--- src/rtl/load_arbiter_ctrl_if.sv ---
// -----------------------------------------------------------------------------
// load_arbiter_ctrl_if
// Bundle of the request/data/grant signals between the two producer blocks and
// the shared load register arbiter.
//
// Handshake (req/gnt/ack): a requester raises req[k] with d<k>/m[k] valid and
// keeps it high until it sees ack[k]. gnt[k] is high from the grant edge
// through the ack cycle. ack[k] is a single-cycle completion pulse. Data and
// mode are taken only at the grant edge. Dropping req after the grant does
// not cancel the load.
//
// Signals:
//   req   [1:0]   request per requester
//   d0    [N-1:0] load data from requester 0
//   d1    [N-1:0] load data from requester 1
//   m     [1:0]   mode per requester (0 parallel, 1 bit-serial)
//   gnt   [1:0]   one-hot grant
//   ack   [1:0]   one-cycle completion pulse
//   busy          a load is granted
//   idx   [IW-1:0] serial bit index
//   q     [N-1:0] shared register contents
// Modports: master = producer side, slave = arbiter side.
// -----------------------------------------------------------------------------
interface load_arbiter_ctrl_if #(
   parameter int N  = 8,
   parameter int IW = 3
);
   logic [1:0]    req;
   logic [N-1:0]  d0;
   logic [N-1:0]  d1;
   logic [1:0]    m;
   logic [1:0]    gnt;
   logic [1:0]    ack;
   logic          busy;
   logic [IW-1:0] idx;
   logic [N-1:0]  q;

   modport master (
      output req, d0, d1, m,
      input  gnt, ack, busy, idx, q
   );

   modport slave (
      input  req, d0, d1, m,
      output gnt, ack, busy, idx, q
   );
endinterface

--- src/rtl/load_arbiter_ctrl.sv ---
// -----------------------------------------------------------------------------
// load_arbiter_ctrl
// Round-robin arbiter for two requesters sharing one N-bit load register q.
// The winner's data and mode are captured at the grant edge, then loaded
// either in one cycle (parallel) or one bit per cycle LSB first (bit-serial).
// A one-cycle DONE state pulses ack to the winner, after which the priority
// pointer moves to the other requester.
//
// Ports:
//   c          clock, all state changes on posedge
//   r          synchronous active-high reset (aborts any load, clears q)
//   bus        load_arbiter_ctrl_if slave modport (req/d0/d1/m in,
//              gnt/ack/busy/idx/q out)
//   dbg_state  current FSM state (IDLE=0, LOAD=1, DONE=2)
// -----------------------------------------------------------------------------
module load_arbiter_ctrl #(
   parameter int N  = 8,
   parameter int IW = 3
) (
   input  logic                c,
   input  logic                r,
   load_arbiter_ctrl_if.slave  bus,
   output logic [1:0]          dbg_state
);

   typedef enum logic [1:0] {
      IDLE = 2'd0,
      LOAD = 2'd1,
      DONE = 2'd2
   } state_t;

   state_t        state;
   state_t        state_nx;

   logic          p;        // priority pointer: requester favoured on a tie
   logic          win;      // requester currently being served
   logic          win_nx;   // arbitration result in IDLE
   logic          hmode;    // captured mode of the winner
   logic [N-1:0]  hold;     // captured data of the winner
   logic [N-1:0]  q_r;
   logic [IW-1:0] idx_r;
   logic          grant;
   logic          last_bit;
   logic [1:0]    win_oh;
   logic [1:0]    gnt_c;
   logic [1:0]    ack_c;
   logic          busy_c;

   // FSM next state and decoded outputs
   always_comb begin
      state_nx = state;
      grant    = 1'b0;
      gnt_c    = 2'b00;
      ack_c    = 2'b00;
      busy_c   = 1'b0;
      // Tie goes to the pointer; otherwise the single active request wins.
      win_nx   = (bus.req == 2'b11) ? p : bus.req[1];
      last_bit = (idx_r == IW'(N - 1));
      win_oh   = win ? 2'b10 : 2'b01;

      case (state)
         IDLE: begin
            if (bus.req != 2'b00) begin
               grant    = 1'b1;
               state_nx = LOAD;
            end
         end
         LOAD: begin
            gnt_c  = win_oh;
            busy_c = 1'b1;
            // Parallel finishes in one edge; serial finishes on the edge
            // that writes the top bit (so N=1 serial matches parallel).
            if (!hmode || last_bit) begin
               state_nx = DONE;
            end
         end
         DONE: begin
            gnt_c    = win_oh;
            ack_c    = win_oh;
            busy_c   = 1'b1;
            state_nx = IDLE;
         end
         default: begin
            state_nx = IDLE;
         end
      endcase
   end

   // State register
   always_ff @(posedge c) begin
      if (r) begin
         state <= IDLE;
      end else begin
         state <= state_nx;
      end
   end

   // Datapath: capture at grant, load q, rotate priority after completion
   always_ff @(posedge c) begin
      if (r) begin
         p     <= 1'b0;
         win   <= 1'b0;
         hmode <= 1'b0;
         hold  <= '0;
         q_r   <= '0;
         idx_r <= '0;
      end else begin
         case (state)
            IDLE: begin
               if (grant) begin
                  win   <= win_nx;
                  hold  <= win_nx ? bus.d1 : bus.d0;
                  hmode <= bus.m[win_nx];
               end
            end
            LOAD: begin
               if (!hmode) begin
                  q_r <= hold;
               end else begin
                  q_r[idx_r] <= hold[idx_r];
                  idx_r      <= last_bit ? '0 : idx_r + IW'(1);
               end
            end
            DONE: begin
               p <= ~win;
            end
            default: begin
            end
         endcase
      end
   end

   assign bus.gnt   = gnt_c;
   assign bus.ack   = ack_c;
   assign bus.busy  = busy_c;
   assign bus.idx   = idx_r;
   assign bus.q     = q_r;
   assign dbg_state = state;

endmodule

--- src/flat_wrapper.sv ---
// flat-port wrapper written by rule: the top's interface ports become plain ports
module load_arbiter_ctrl_flat 
#(
   parameter int N  = 8,
   parameter int IW = 3
)
  (c, r, dbg_state, bus_req, bus_d0, bus_d1, bus_m, bus_gnt, bus_ack, bus_busy, bus_idx, bus_q);
  load_arbiter_ctrl_if #(.N(N), .IW(IW)) bus_i ();
  input  logic c;
  input  logic r;
  output logic [1:0] dbg_state;
  input wire logic [$bits(bus_i.req)-1:0] bus_req;
  input wire logic [$bits(bus_i.d0)-1:0] bus_d0;
  input wire logic [$bits(bus_i.d1)-1:0] bus_d1;
  input wire logic [$bits(bus_i.m)-1:0] bus_m;
  output wire logic [$bits(bus_i.gnt)-1:0] bus_gnt;
  output wire logic [$bits(bus_i.ack)-1:0] bus_ack;
  output wire logic [$bits(bus_i.busy)-1:0] bus_busy;
  output wire logic [$bits(bus_i.idx)-1:0] bus_idx;
  output wire logic [$bits(bus_i.q)-1:0] bus_q;
  assign bus_i.req = bus_req;
  assign bus_i.d0 = bus_d0;
  assign bus_i.d1 = bus_d1;
  assign bus_i.m = bus_m;
  assign bus_gnt = bus_i.gnt;
  assign bus_ack = bus_i.ack;
  assign bus_busy = bus_i.busy;
  assign bus_idx = bus_i.idx;
  assign bus_q = bus_i.q;
  load_arbiter_ctrl #(.N(N), .IW(IW)) u_core (.c(c), .r(r), .bus(bus_i), .dbg_state(dbg_state));
endmodule
--- config.mk ---
export PLATFORM = sky130hd
export DESIGN_NAME = load_arbiter_ctrl_flat
export DESIGN_NICKNAME = d
export VERILOG_FILES = /design/src/rtl/load_arbiter_ctrl_if.sv /design/src/rtl/load_arbiter_ctrl.sv /design/src/flat_wrapper.sv
export SDC_FILE = /design/constraint.sdc
export NUM_CORES = 1
export LEC_CHECK = 0
export BUFFER_PORTS_ARGS = -buffer_cell sky130_fd_sc_hd__buf_2
export CORE_AREA = 2 2 63 65
export CTS_BUF_LIST = sky130_fd_sc_hd__clkbuf_2
export DETAILED_ROUTE_END_ITERATION = 8
export DIE_AREA = 0 0 65 67
export HOLD_SLACK_MARGIN = 0.1
export PLACE_DENSITY = 0.67
export SETUP_SLACK_MARGIN = 0.1
export SYNTH_ARGS = -nofsm -noshare
export SYNTH_HDL_FRONTEND = slang
export SYNTH_SLANG_ARGS = --single-unit
--- constraint.sdc ---
create_clock -name c -period 2 [get_ports c]
set_input_delay 0.1 -clock c [delete_from_list [all_inputs] [get_ports c]]
set_output_delay 0.1 -clock c [all_outputs]
set_load 0.05 [all_outputs]
# == Word level (Yosys, flattened, before mapping) ==
# Cells that the tools add are included.
# word_totals
register_bits,24
latch_bits,0
ram_bits,0
romBits,0
input_bits,22
output_inout_bits,18
memories,0
# classes
add_sub_neg,1
n_mul,0
div,0
n_lt_le_gt_ge,3
n_eq_ne,6
shifts,0
mux,20
bitwise,1
n_reduce_logical,9
# ops
op,count
$mux 8,2
$mux 2,5
$bwmux 8,1
$mux 1,8
$reduce_and 2->1,3
$eq 2x2->1 const B,2
$lt 3x4->1 const B,1
$ne 2x1->1 const B,2
$pmux 2 s2,1
$add 3x1->3 const B,1
$bmux 1 s3,1
$demux 1 s3,1
$eq 3x3->1 const B,1
$ge 3x1->1 const B,1
$mux 3,1
$eq 2x1->1 const B,1
$logic_not 2->1,1
$lt 1x2->1 const B,1
$reduce_bool 2->1,1
$reduce_or 2->1,1
$logic_and 1x1->1,1
$logic_not 1->1,1
$logic_or 1x1->1,1
$not 1->1,1

# == Depth between registers and ports, before layout ==
# Gate-level depths: netlist (run 1).
# logic_depth
depth_word,6
ltp_mapped,7
mapped_depth_nobuf,5

# == Worst setup path after synthesis (run 1) ==
# No wires, ideal clock.
# synth_timing
kind,register to output
start,"register u_core.state[0], in the netlist u_core.dbg_state[0]"
end,output port bus_gnt[0]
t_arrival_ps,2152
path_slack_ps,-252
stages_incl_launch_ff,4
path_buffers,0
path_cell_list,dfxtp_1 -> inv_1 -> ha_1 -> nor2b_1
# synth_between
elab_chain_len,3
word_cells_on_any_way,4
# synth_rtl
element,line,text
"start, declared",load_arbiter_ctrl.sv:32,state_t state;
"start signal, assigned",load_arbiter_ctrl.sv:94,state <= state_nx;
$eq 2x2->1 / $eq 2x1->1 (equally long branches),load_arbiter_ctrl.sv:61,case (state)
$reduce_or 2->1 (no line) (*),n/a,
$mux 2 (*),load_arbiter_ctrl.sv:61,
"end, declared",flat_wrapper.sv:16,output wire logic [$bits(bus_i.gnt)-1:0] bus_gnt;
# Mark *: on every way between the ends. The rest lies on a longest branch, timed or not.

# == Worst setup path in the final report (run 1) ==
# layout_timing
start,"register u_core.state[1], in the netlist u_core.dbg_state[1]"
end,register u_core.hold[4]
# layout_between
elab_chain_len,3
# layout_rtl
element,line,text
$logic_not 2->1 (*),"load_arbiter_ctrl.sv:61, load_arbiter_ctrl.sv:108",
$mux 1,load_arbiter_ctrl.sv:61,
$reduce_and 2->1 (no line) (*),n/a,
"end signal, assigned",load_arbiter_ctrl.sv:112,hold <= win_nx ? bus.d1 : bus.d0;
"end, declared",load_arbiter_ctrl.sv:39,logic [N-1:0] hold;
# Marks and branches as above.
# A chain may end at the register's enable or synchronous reset.

==> results of run 1 <==
## layout make-up
type	instances	area, um^2	share of cell area
inverters	5	18.8	0.0111
flip-flops and latches	24	482	0.284
multi-input cells	106	706	0.416
well taps	48	60.1	0.0354
repair buffers	58	385	0.227
clock inverters	1	30.0	0.0177
clock buffers	3	15.0	0.00885
## per-stage QoR
step | utilization | hold slack, ns
3_3_place_gp | 0.400 | 0.369
5_1_grt | 0.471 | 0.179
6_report | 0.471 | 0.163
2_1_floorplan | - | 0.255
4_1_cts | 0.466 | 0.135
3_5_place_dp | 0.400 | 0.369
## worst max path at each step
stage / from / to / depth (start not counted)
floorplan: u_core.dbg_state[0] / bus_gnt[0] / 3
global placement: u_core.dbg_state[1] / u_core.bus.q[6] / 5
detailed placement: u_core.dbg_state[1] / u_core.bus.q[2] / 5
CTS: u_core.dbg_state[0] / u_core.hold[4] / 6
global route: u_core.dbg_state[1] / u_core.hold[5] / 6
finish: u_core.dbg_state[1] / u_core.hold[4] / 6
## per-layer routing
layer | vias up | global-route usage
met3 | 6 | 0.0203
met5 | - | 0
met2 | 27 | 0.233
met1 | 532 | 0.205
li1 | 625 | -
met4 | 0 | 0.0691
## synthesized netlist by cell type
| library cell | n | share of area |
|---|---|---|
| nor3b_2 | 1 | 0.010 |
| o21ai_0 | 9 | 0.037 |
| inv_1 | 4 | 0.012 |
| and2_1 | 2 | 0.010 |
| mux2i_1 | 7 | 0.057 |
| nand3_1 | 1 | 0.0041 |
| nand2b_1 | 5 | 0.026 |
| nand4b_1 | 1 | 0.0072 |
| nand2_1 | 17 | 0.052 |
| ha_1 | 5 | 0.051 |
| nor2b_1 | 2 | 0.010 |
| o21a_2 | 1 | 0.0072 |
| and3b_1 | 1 | 0.0072 |
| buf_6 | 1 | 0.0092 |
| nand4bb_1 | 1 | 0.0092 |
| o31ai_2 | 2 | 0.020 |
| nand2b_2 | 1 | 0.0072 |
| a41o_1 | 2 | 0.016 |
| nand4_1 | 1 | 0.0051 |
| and2b_2 | 1 | 0.0072 |
| o221a_1 | 1 | 0.0092 |
| buf_4 | 1 | 0.0061 |
| nor2_1 | 3 | 0.0092 |
| inv_2 | 1 | 0.0031 |
| a32oi_1 | 1 | 0.0072 |
| a31oi_1 | 9 | 0.046 |
| a21oi_1 | 15 | 0.061 |
| dfxtp_1 | 24 | 0.39 |
| nor3_1 | 1 | 0.0041 |
| o21ai_2 | 3 | 0.021 |
| o21ai_1 | 13 | 0.053 |
| buf_2 | 5 | 0.020 |
## cells by family (layout without fill, tap and decap cells)
| kind of cell | count (synthesis) | in the layout | synth area share |
|---|---|---|---|
| AOI/OAI and AO/OA | 56 | 56 | 0.279 |
| adders and majority gates | 5 | 5 | 0.0511 |
| buffers and inverters | 12 | 67 | 0.0511 |
| DFF | 24 | 24 | 0.393 |
| muxes | 7 | 7 | 0.0573 |
| and+or+nand+nor | 38 | 38 | 0.169 |
## registers in the layout, summed over array words and instances (netlist names)
signal,flops
u_core.dbg_state,2
u_core.hold,8
u_core.p,1
u_core.win,1
u_core.bus.q,8
u_core.hmode,1
u_core.bus.idx,3
## what timing repair did
| action | CTS | global route |
|---|---|---|
| endpoints found under the hold margin | 15 | 0 |
| endpoints found under the setup margin | 0 | 8 |
| hold buffers | 19 | 0 |
| gates resized for setup | 0 | 5 |
## worst max-delay path, stage by stage (launching register included)
cell and delay (ns):
dfxtp_1 0.42, inv_1 0.08, ha_2 0.21, o21a_4 0.16, o21ai_0 0.20, a21oi_1 0.07, dlygate4sd3_1 0.56
## power by group
group	total [mW]	switching, mW	internal, mW
clock network	0.331	0.159	0.172
registers	0.566	0.0353	0.531
logic	0.483	0.292	0.191
==> impl_metrics.csv, run 1 <==
group,metric,value,unit
timing,setup_violations,0,
detailed_routing,drc,0,
setup_path,crit_type,"reg2reg",
yosys,synth_fp_nets,169,
placement,place_ws,0.438,ns
setup_path,cp.arrival,2.05,ns
clocking,cts_setup_buffers,0,
hold_path,worst_hold_path_type,"in2reg",
floorplan,start_util,0.339,
power,peakVddDrop,0.302,mV
placement,hpwlAfterDp,2110,um
clocking,cts.sinks,24,
clocking,htreeDepth,1,
detailed_routing,vias,1190,
clocking,clock_latency,0.36,ns
detailed_routing,post_drt_wl_per_cell,12.6,um
detailed_routing,ant_nets,0,
hold_path,hp-start,"bus_req[0]",
floorplan,io_pins,40,
power,powerDensity,814,nW/um^2
yosys,syn_area,1220,um^2
timing,setup-tns-final,0,ns
hold_path,hold_depth,4,
setup_path,worstSetupStartpointType,"flip-flop",
floorplan,die_h,67,um
timing,min_period,1.77,ns
detailed_routing,wl,3090,um
detailed_routing,highest_layer,"met4",
floorplan,coreArea,3610,um^2
flow_run,cap_viol_max_count,0,
global_routing,antenna_found_initial,0,
global_routing,grt_usage,0.150,
yosys,seq_area_frac_synth,0.393,
clocking,cts_max_path_buffers,2,
placement,dpl-instance-area,1440,um^2
yosys,ys_types,32,
final_layout,n_antenna_cell,0,
final_layout,final_cells,245,
final_layout,syn_to_final_growth,38.7,%
global_routing,grt_pass1_wl,5010,um
clocking,clk_pin_slew_worst_paths,0.25,ns
timing,fin_crit_sh,0.887,
clocking,cts-root-buf,"clkbuf_2",
final_layout,drive_above_1_share,0.289,
detailed_routing,first_pass_iters,3,
final_layout,final_common_cell,"buf_2",
status,status,"complete, no violations",
floorplan,die-area,4360,um^2
setup_path,worstRegToRegCells,6,
setup_path,rr_endpoint,"u_core.hold[4]",
setup_path,required,2.28,ns
setup_path,r2r_slack,0.23,ns
timing,max_freq,564,MHz
final_layout,final_cell_mix,"buf_2 (39), dfxtp_1 (23), dlygate4sd3_1 (19), nand2_1 (17), a21oi_1 (15)",
floorplan,die_width,65,um
setup_path,critPathMaxFanout,10,
detailed_routing,drtIter0Drc,58,
yosys,netlist_instances,142,
power,p_leak,0.746,nW
detailed_routing,drt-vias-per-instance,4.86,
floorplan,rows,22,
final_layout,fill_cells,362,
setup_path,reg2reg_from,"u_core.dbg_state[1]",
timing,hold_viol,0,
global_routing,grt_max_degree,25,
timing,slew_headroom,0.716,
timing,skew,0.00652,ns
yosys,ys_ff_latch,24,
yosys,avgSynthCellArea,8.62,um^2
timing,tightest_slew,0.425,ns
placement,port_buffers,39,
detailed_routing,wl_met1,1490,um
placement,placed_cells,222,
setup_path,end_kind,"flip-flop",
global_routing,grt-ovfl-total,0,
final_layout,final_nets,225,
timing,slew_viol_final,0,
clocking,cts_buffers,3,
timing,setup_ws,0.227,ns
detailed_routing,wl_met3,111,um
final_layout,final_area,1700,um^2
hold_path,min_to,"u_core.dbg_state[0]",
clocking,cts_tree,"done",
detailed_routing,dr_wl_met2,1430,um
placement,routabilityCongestion,0.792,
timing,rsz0062_at_grt,"false",
yosys,synth-warning-count,0,
global_routing,grt_pass1_vias,1074,
power,finalPower,1.38,mW
(Power assumes the default switching activity.)
==> inputs of run 2 (changes only) <==
Settings changed: PLACE_DENSITY 0.67 to not set.
Clock period 2 ns to 1.61 ns, I/O delays scaled along.
==> run 2 against run 1 <==
Against the previous run:
- count of clock-buffer cells in the layout unchanged
- global-route usage is 0.93 points higher
- non-clock buffer count is 3 higher
- flip-flop and latch count is the same
- largest power group unchanged
==> impl_metrics.csv, run 2 (synthesized netlist as in run 1, its figures left out) <==
group,metric,value,unit
timing,fin_crit_sh,0.940,
power,peakVddDrop,0.399,mV
global_routing,grt_pass1_wl,5390,um
detailed_routing,drt-vias-per-instance,5.06,
final_layout,final_nets,228,
power,powerDensity,977,nW/um^2
timing,max_freq,661,MHz
setup_path,crit_buf_inv,2,
setup_path,crit_slowest_cell,"dfxtp_2",
detailed_routing,wl,3170,um
final_layout,final_common_cell,"buf_2",
global_routing,antenna_found_initial,0,
setup_path,path_delay_family,"flip-flops",
timing,slew_viol_final,0,
final_layout,n_antenna_cell,0,
flow_run,cap_viol_max_count,0,
final_layout,syn_to_final_growth,42.1,%
final_layout,fill_cells,349,
setup_path,cp.arrival,1.43,ns
floorplan,rows,22,
setup_path,required,1.53,ns
placement,routabilityCongestion,0.779,
timing,tightest_slew,0.377,ns
timing,hold-worst-slack,0.129,ns
floorplan,die_h,67,um
placement,place_ws,0.198,ns
detailed_routing,vias,1256,
clocking,clock_latency,0.34,ns
setup_path,end_kind,"primary output",
floorplan,coreArea,3610,um^2
detailed_routing,drtIter0Drc,24,
power,p_leak,0.751,nW
global_routing,grt_usage,0.159,
power,finalPower,1.70,mW
clocking,cts.sinks,24,
final_layout,drive_above_1_share,0.325,
floorplan,die_width,65,um
final_layout,final_area,1740,um^2
placement,placed_cells,223,
global_routing,grt-ovfl-total,0,
clocking,cts_max_path_buffers,2,
clocking,cts_tree,"done",
timing,slew_headroom,0.749,
setup_path,crit_type,"reg2out",
timing,skew,0.00588,ns
detailed_routing,post_drt_wl_per_cell,12.8,um
placement,hpwlAfterDp,2310,um
timing,setup-tns-final,0,ns
final_layout,final_cells,248,
detailed_routing,ant_nets,0,
floorplan,start_util,0.339,
clocking,clk_pin_slew_worst_paths,0.23,ns
timing,rsz0062_at_grt,"true",
clocking,htreeDepth,1,
placement,dpl-instance-area,1460,um^2
final_layout,utilization,0.482,
timing,setup_violations,0,
floorplan,io_pins,40,
detailed_routing,first_pass_iters,4,
floorplan,die-area,4360,um^2
final_layout,final_cell_mix,"buf_2 (35), dfxtp_1 (20), dlygate4sd3_1 (19), nand2_1 (17), a21oi_1 (15)",
hold_path,worst_hold_path_type,"in2reg",
timing,setup_ws,0.0967,ns
clocking,cts_buffers,3,
status,status,"complete, no violations",
global_routing,grt_max_degree,25,
setup_path,worstSetupStartpointType,"flip-flop",
detailed_routing,drc,0,
clocking,cts-root-buf,"clkbuf_2",
setup_path,cp_cell_sequence,"inv_1 -> ha_2 -> nor2b_4 -> buf_6",
setup_path,critPathMaxFanout,3,
setup_path,critical_path.max_stage_delay,0.40,ns
timing,min_period,1.51,ns
global_routing,grt_pass1_vias,1178,
timing,hold_viol,0,
placement,port_buffers,39,
==> run 2: cell types whose count changed in the layout (fill, tap and decap cells not counted), sizes merged <==
cell	before	now
buf	39	42
==> run 2: final cells by class <==
type	instances	area, um^2	area share
Clock buffer	3	15.0	0.00863
Multi-Input combinational cell	106	697	0.401
Clock inverter	1	30.0	0.0173
Tap cell	48	60.1	0.0345
Sequential cell	24	485	0.279
Inverter	5	18.8	0.0108
Timing Repair Buffer	61	433	0.249
==> run 2: routing by layer <==
metal	vias up	share of wire	GRT usage
li1	635	-	-
met1	585	0.45	0.196
met2	34	0.49	0.277
met3	2	0.050	0.0203
met4	0	0.011	0.0718
met5	-	0	0
==> run 2: worst paths after layout <==
check                                          from                   to  slack [ns]  depth (start not counted)
worst max-delay path            u_core.dbg_state[1]           bus_gnt[0]         0.1                          4
worst min register to register      u_core.bus.q[1]      u_core.bus.q[1]        0.47                          2
worst min-delay path                     bus_req[0]  u_core.dbg_state[0]        0.13                          4
worst max register to register  u_core.dbg_state[0]      u_core.bus.q[6]        0.20                          6
==> run 2: worst reg2reg max path, stage by stage, from the launching register on <==
cell and delay, ns:
dfxtp_2 0.38, buf_4 0.14, ha_1 0.24, buf_4 0.18, nand4b_1 0.13, a21oi_1 0.08, a41o_1 0.20
==> run 2: repair_timing <==
item / 4_1_cts / 5_1_grt
pin swaps: 0 / 0
endpoints found under the setup margin: 2 / 12
buffers inserted: 2 / 0
resized for setup: 4 / 7
endpoints found under the hold margin: 15 / 0
hold buffers: 19 / 0
==> run 2: power by group <==
part	internal (mW)	switching, mW	leakage (nW)
logic	0.230	0.361	0.526
registers	0.661	0.0468	0.198
clock network	0.214	0.187	0.0266
total	1.10	0.595	0.751
